===== src/rtl/cdc_wr_arb_pkg.sv =====
// Shared types and helpers for the CDC write-side round-robin arbiter.
package cdc_wr_arb_pkg;

  typedef enum logic {
    StIdle,
    StSend
  } state_e;

  // Next round-robin position; wraps by compare so non-power-of-2 counts work.
  function automatic int unsigned rr_next(int unsigned ptr, int unsigned n);
    return (ptr >= n - 1) ? 32'd0 : ptr + 32'd1;
  endfunction

endpackage


===== src/rtl/cdc_wr_arb_if.sv =====
// Requester/mailbox bundle for cdc_wr_arb; req_last exists only with CDC_ARB_BURST_EN.
interface cdc_wr_arb_if #(
  parameter int unsigned N_REQ = 4,
  parameter int unsigned DW    = 8
);

  logic [N_REQ-1:0]    req;
  logic [N_REQ*DW-1:0] req_data;
`ifdef CDC_ARB_BURST_EN
  logic [N_REQ-1:0]    req_last;
`endif
  logic [N_REQ-1:0]    ack;
  logic [N_REQ-1:0]    grant;
  logic                wput;
  logic [DW-1:0]       wdata;
  logic                wrdy;

`ifdef CDC_ARB_BURST_EN
  modport master (
    input  req, req_data, req_last, wrdy,
    output ack, grant, wput, wdata
  );
  modport slave (
    output req, req_data, req_last, wrdy,
    input  ack, grant, wput, wdata
  );
`else
  modport master (
    input  req, req_data, wrdy,
    output ack, grant, wput, wdata
  );
  modport slave (
    output req, req_data, wrdy,
    input  ack, grant, wput, wdata
  );
`endif

endinterface


===== src/rtl/cdc_wr_arb_rr_pick.sv =====
// Rotating-priority encoder: first set request after rr_ptr_i, wrapping modulo N_REQ.
module cdc_wr_arb_rr_pick
  import cdc_wr_arb_pkg::*;
#(
  parameter int unsigned N_REQ = 4,
  parameter int unsigned PW    = $clog2(N_REQ)
) (
  input  logic [N_REQ-1:0] req_i,
  input  logic [PW-1:0]    rr_ptr_i,
  output logic             valid_o,
  output logic [PW-1:0]    idx_o
);

  int unsigned pos;
  logic        found;

  always_comb begin
    found = 1'b0;
    idx_o = '0;
    pos   = int'(rr_ptr_i);
    for (int unsigned k = 0; k < N_REQ; k++) begin
      pos = rr_next(pos, N_REQ);
      if (!found && req_i[PW'(pos)]) begin
        found = 1'b1;
        idx_o = PW'(pos);
      end
    end
    valid_o = found;
  end

endmodule


===== src/rtl/cdc_wr_arb.sv =====
// Round-robin sharing of one CDC mailbox write port between N_REQ requesters.
// Optional multi-word bursts per grant when CDC_ARB_BURST_EN is defined.
module cdc_wr_arb
  import cdc_wr_arb_pkg::*;
#(
  parameter int unsigned N_REQ = 4,
  parameter int unsigned DW    = 8
) (
  input logic          wclk,
  input logic          wrst_n,
  cdc_wr_arb_if.master bus
);

  localparam int unsigned PW = $clog2(N_REQ);

  state_e           state_q, state_d;
  logic [N_REQ-1:0] grant_q, grant_d;
  logic             wput_q, wput_d;
  logic [DW-1:0]    wdata_q, wdata_d;
  logic [PW-1:0]    idx_q, idx_d;
  logic [PW-1:0]    rr_ptr_q, rr_ptr_d;
`ifdef CDC_ARB_BURST_EN
  logic             last_q, last_d;
`endif

  logic             pick_valid;
  logic [PW-1:0]    pick_idx;
  logic             xfer;

  cdc_wr_arb_rr_pick #(
    .N_REQ (N_REQ),
    .PW    (PW)
  ) u_rr_pick (
    .req_i    (bus.req),
    .rr_ptr_i (rr_ptr_q),
    .valid_o  (pick_valid),
    .idx_o    (pick_idx)
  );

  assign xfer      = wput_q & bus.wrdy;
  assign bus.ack   = grant_q & {N_REQ{xfer}};
  assign bus.grant = grant_q;
  assign bus.wput  = wput_q;
  assign bus.wdata = wdata_q;

  always_comb begin
    state_d  = state_q;
    grant_d  = grant_q;
    wput_d   = wput_q;
    wdata_d  = wdata_q;
    idx_d    = idx_q;
    rr_ptr_d = rr_ptr_q;
`ifdef CDC_ARB_BURST_EN
    last_d   = last_q;
`endif
    unique case (state_q)
      StIdle: begin
        grant_d = '0;
        wput_d  = 1'b0;
        wdata_d = '0;
        if (pick_valid) begin
          state_d = StSend;
          grant_d = N_REQ'(1) << pick_idx;
          wput_d  = 1'b1;
          wdata_d = bus.req_data[pick_idx*DW +: DW];
          idx_d   = pick_idx;
`ifdef CDC_ARB_BURST_EN
          last_d  = bus.req_last[pick_idx];
`endif
        end
      end
      StSend: begin
        // Holding while wrdy=0 falls out of the defaults.
        if (xfer) begin
          state_d  = StIdle;
          grant_d  = '0;
          wput_d   = 1'b0;
          wdata_d  = '0;
          rr_ptr_d = idx_q;
`ifdef CDC_ARB_BURST_EN
          if (!last_q && bus.req[idx_q]) begin
            state_d  = StSend;
            grant_d  = grant_q;
            wput_d   = 1'b1;
            wdata_d  = bus.req_data[idx_q*DW +: DW];
            last_d   = bus.req_last[idx_q];
            rr_ptr_d = rr_ptr_q;
          end
`endif
        end
      end
      default: state_d = StIdle;
    endcase
  end

  always_ff @(posedge wclk) begin
    if (!wrst_n) begin
      state_q  <= StIdle;
      grant_q  <= '0;
      wput_q   <= 1'b0;
      wdata_q  <= '0;
      idx_q    <= '0;
      rr_ptr_q <= PW'(N_REQ - 1);
`ifdef CDC_ARB_BURST_EN
      last_q   <= 1'b1;
`endif
    end else begin
      state_q  <= state_d;
      grant_q  <= grant_d;
      wput_q   <= wput_d;
      wdata_q  <= wdata_d;
      idx_q    <= idx_d;
      rr_ptr_q <= rr_ptr_d;
`ifdef CDC_ARB_BURST_EN
      last_q   <= last_d;
`endif
    end
  end

endmodule


===== src/flat_wrapper.sv =====
// flat-port wrapper written by rule: the top's interface ports become plain ports
module cdc_wr_arb_flat import cdc_wr_arb_pkg::*;
#(
  parameter int unsigned N_REQ = 4,
  parameter int unsigned DW    = 8
)
  (wclk, wrst_n, bus_req, bus_req_data, bus_wrdy, bus_ack, bus_grant, bus_wput, bus_wdata);
  cdc_wr_arb_if #(.N_REQ(N_REQ), .DW(DW)) bus_i ();
  input logic wclk;
  input logic wrst_n;
  input wire logic [$bits(bus_i.req)-1:0] bus_req;
  input wire logic [$bits(bus_i.req_data)-1:0] bus_req_data;
  input wire logic [$bits(bus_i.wrdy)-1:0] bus_wrdy;
  output wire logic [$bits(bus_i.ack)-1:0] bus_ack;
  output wire logic [$bits(bus_i.grant)-1:0] bus_grant;
  output wire logic [$bits(bus_i.wput)-1:0] bus_wput;
  output wire logic [$bits(bus_i.wdata)-1:0] bus_wdata;
  assign bus_i.req = bus_req;
  assign bus_i.req_data = bus_req_data;
  assign bus_i.wrdy = bus_wrdy;
  assign bus_ack = bus_i.ack;
  assign bus_grant = bus_i.grant;
  assign bus_wput = bus_i.wput;
  assign bus_wdata = bus_i.wdata;
  cdc_wr_arb #(.N_REQ(N_REQ), .DW(DW)) u_core (.wclk(wclk), .wrst_n(wrst_n), .bus(bus_i));
endmodule

===== config.mk =====
export PLATFORM = sky130hd
export DESIGN_NAME = cdc_wr_arb_flat
export DESIGN_NICKNAME = d
export VERILOG_FILES = /design/src/rtl/cdc_wr_arb_pkg.sv /design/src/rtl/cdc_wr_arb_if.sv /design/src/rtl/cdc_wr_arb_rr_pick.sv /design/src/rtl/cdc_wr_arb.sv /design/src/flat_wrapper.sv
export SDC_FILE = /design/constraint.sdc
export NUM_CORES = 1
export LEC_CHECK = 0
export ABC_AREA = 1
export BUFFER_PORTS_ARGS = -buffer_cell sky130_fd_sc_hd__buf_2
export CAP_MARGIN = 40
export CORE_MARGIN = 2
export CORE_UTILIZATION = 48
export CTS_CLUSTER_SIZE = 14
export DETAILED_ROUTE_END_ITERATION = 6
export PLACE_DENSITY = 0.78
export SETUP_SLACK_MARGIN = 0.2
export SYNTH_ARGS = -nofsm -noshare
export SYNTH_HDL_FRONTEND = slang
export SYNTH_SLANG_ARGS = --single-unit
export TNS_END_PERCENT = 10

===== constraint.sdc =====
create_clock -name wclk -period 2.15 [get_ports wclk]
set_input_delay 0.43 -clock wclk [delete_from_list [all_inputs] [get_ports wclk]]
set_output_delay 0.43 -clock wclk [all_outputs]
set_load 0.01 [all_outputs]

==> out/qor.txt <==
PortBufs: 55
worst skew pair latency: 0.31 ns
Netlist Area Pre-Place: 1420 um^2
initial detailed-routing violation count: 122
fin util: 82.1%
Final Critical Period: 2.19 ns
commonest non-fill, non-tap cell in the layout: nand2_1
via count: 1,917
total congestion overflow: 0
Syn Area/Cell: 5.95 um^2
WL final: 5.23 mm
Net Sw Power: 543 uW
ys flop type: dfxtp_1
final instance area: 2280 um^2
Die Ht: 58.4 um
dpl hpwl: 2.77 mm
CP required: 2.40 ns
Die X: 58.4 um
Final Hold Fails: 0
final hold slack: 0.378 ns
vias in the first global route: 1,782
Clk network pwr share: 16.8%
RSZ-0062 raised after global routing: yes
Placed Area: 1740 um^2
CP Capture Type: flop
Pint: 763 uW
Die ar.: 3420 um^2
Critical Path Start Type: flop
Netlist cell types: 27
CTS Root Cell: clkbuf_4
pin count of the biggest net entering global routing: 15
run status: finished, violations left
layout net count: 360
DR pass1 iterations: 5
Reg power frac: 30.6%
mux contribution to synthesized area: 0%
wire per inst: 14.9 um
Post-Place Worst Slack: 0.0243 ns
flops & latches, synth: 18
violations in the final reports: setup timing
leakage: 0.00124 uW
most frequent cells in the layout: nand2_1 (67), buf_2 (55), inv_1 (28)
FF+latch area: 365 um^2
Max-slew headroom: 65.1%
fillers: 180
setup_tns: -0.0803 ns
skew final: 0.00326 ns
Gate power share: 52.6%
Setup crit start: u_core.rr_ptr_q[0]
# setup viols final: 4
Post-Syn Instances: 239
Synthesized Nets: 279
crit path kind: flop to flop
Post-CTS Hold Buffers: 0
CTS tree: done
Worst Tran Pin Value: 0.523 ns
post-route ant nets: 0
layout cells sized above 1: 48.6%
H-tree levels: 1
min-delay worst type: primary input to flop
Peak Freq: 456 MHz
FFs w/ async S/R, synth: 0%
main combinational cell family by area after synthesis: simple AND/OR/NAND/NOR gates
initial antenna violation count: 0
Num CTS Buffers: 3
final worst path period share: 102%
hold path startpoint: wrst_n
CORE AREA: 2780 um^2
initial core utilization: 51.1%
multi-input logic area: 1150 um^2
row cnt: 19
Post-synth EDFFs: 0
Seq/Total Area, Yosys: 25.3%
total track usage: 26.5%
Slew Limit Fails: 0
vias per cell: 5.48
total of max-cap violations: 0
Post-Synth Simple-Gate Area: 51.1%
Synthesis Warnings: 0
Max Root-Sink Buffers: 2
PwrDens: 573 nW/um^2
RD Place Congestion: 0.897
Critical R2R Launch: u_core.rr_ptr_q[0]
Synth Area in XOR/XNOR: 0%
DRC: 0
WP data arrival: 2.44 ns
peak supply drop: 0.790 mV
first-pass GRT wire length: 7.19 mm
I/O pins: 56
Clock transition at path regs: 0.11 ns
Crit Path Max Fanout: 6
Synth Area in Compound Gates: 10.4%
PnR worst setup slack: -0.0436 ns
Net Sw Frac: 41.6%
ANT cells: 0
Adder-Cell Fraction of Synth Area: 0.880%
CTS Sinks: 18
Area Overhead vs Synth: 60.4%
[layer usage]
| layer | routed length (um) | vias to the layer above | GRT usage, % |
|---|---|---|---|
| met3 | 346 | 23 | 5.71 |
| met5 | 0 | - | 0 |
| li1 | - | 920 | - |
| met1 | 1950 | 869 | 31.0 |
| met4 | 180 | 0 | 11.0 |
| met2 | 2750 | 105 | 46.5 |
[what timing repair did]
action                                 in CTS  in global routing
endpoints found under the hold margin       0                  0
resized for setup                          44                 28
buffers inserted                            9                  9
pin swaps                                  19                 25
setup endpoints to repair                  15                 16
gates cloned                                5                  0
[cells in the mapped netlist, types with 3 or more instances]
| cell | instances | area share, % |
|---|---|---|
| buf_2 | 3 | 1.1 |
| o21ai_0 | 6 | 2.1 |
| nand2_2 | 10 | 4.4 |
| o21ai_1 | 3 | 1.1 |
| a21oi_2 | 3 | 1.8 |
| nand3_1 | 13 | 4.6 |
| nand4_1 | 10 | 4.4 |
| dfxtp_1 | 18 | 25 |
| nand2_1 | 89 | 23 |
| o21ai_2 | 3 | 1.8 |
| inv_1 | 28 | 7.4 |
| a21oi_1 | 7 | 2.5 |
| nor2_1 | 22 | 5.8 |
| inv_2 | 5 | 1.3 |
| nand2_4 | 3 | 2.4 |
[state kept, by name, indices dropped and copies added (netlist names)]
signal,cells
u_core.bus.wdata,8
u_core.bus.grant,4
u_core.idx_q,2
u_core.rr_ptr_q,2
u_core.bus.wput,1
u_core.state_q,1
[layout make-up]
class / count / area share, %
multi-input cells: 183 / 50.4
repair buffers: 79 / 23.6
flip-flops and latches: 18 / 16.0
inverters: 34 / 6.36
well taps: 31 / 1.70
clock buffers: 4 / 1.59
repair inverters: 1 / 0.274
[path summary, 6_finish.rpt]
check | endpoint | slack, ns | cells past startpoint
max reg2reg | u_core.bus.wdata[1] | -0.04 | 17
min reg2reg | u_core.bus.wdata[4] | 0.48 | 2
min | u_core.rr_ptr_q[1] | 0.38 | 2
max | u_core.bus.wdata[1] | -0.04 | 17
[stage by stage]
step                power [uW]  instances
floorplan                  737        239
global placement           857        323
detailed placement         862        323
CTS                       1180        341
global route              1380        350
finish                    1310        350
[worst max-delay path: stages (launching register included)]
cell     delay [ns]
dfxtp_4        0.37
buf_4          0.15
nor2_4         0.15
buf_12         0.15
nand2_4        0.05
nand2_4        0.08
nand2_4        0.06
nand2_4        0.11
nand2_4        0.09
nand2_4        0.09
nand2_8        0.09
buf_12         0.14
buf_16         0.12
nand4_1        0.08
nand3_1        0.11
nand2_1        0.11
nand2_1        0.07
a21oi_2        0.11
[cell families (layout without fill, tap and decap cells)]
logic type,count (synthesis),count (layout)
buffers and inverters,41,118
adder cells (fa/ha/maj),1,1
flip-flops,18,18
AND/OR/NAND/NOR,155,158
AO/OA/AOI/OAI,24,24
[power groups by stage]
| stage | sequential (uW) | clock, uW | combinational [uW] |
|---|---|---|---|
| after global routing | 404 | 230 | 743 |
| after CTS | 398 | 215 | 569 |
| final | 400 | 219 | 687 |
| after floorplan | 421 | 0 | 315 |
| after detailed placement | 407 | 0 | 455 |
| after global placement | 407 | 0 | 450 |
(Power assumes the default switching activity.)
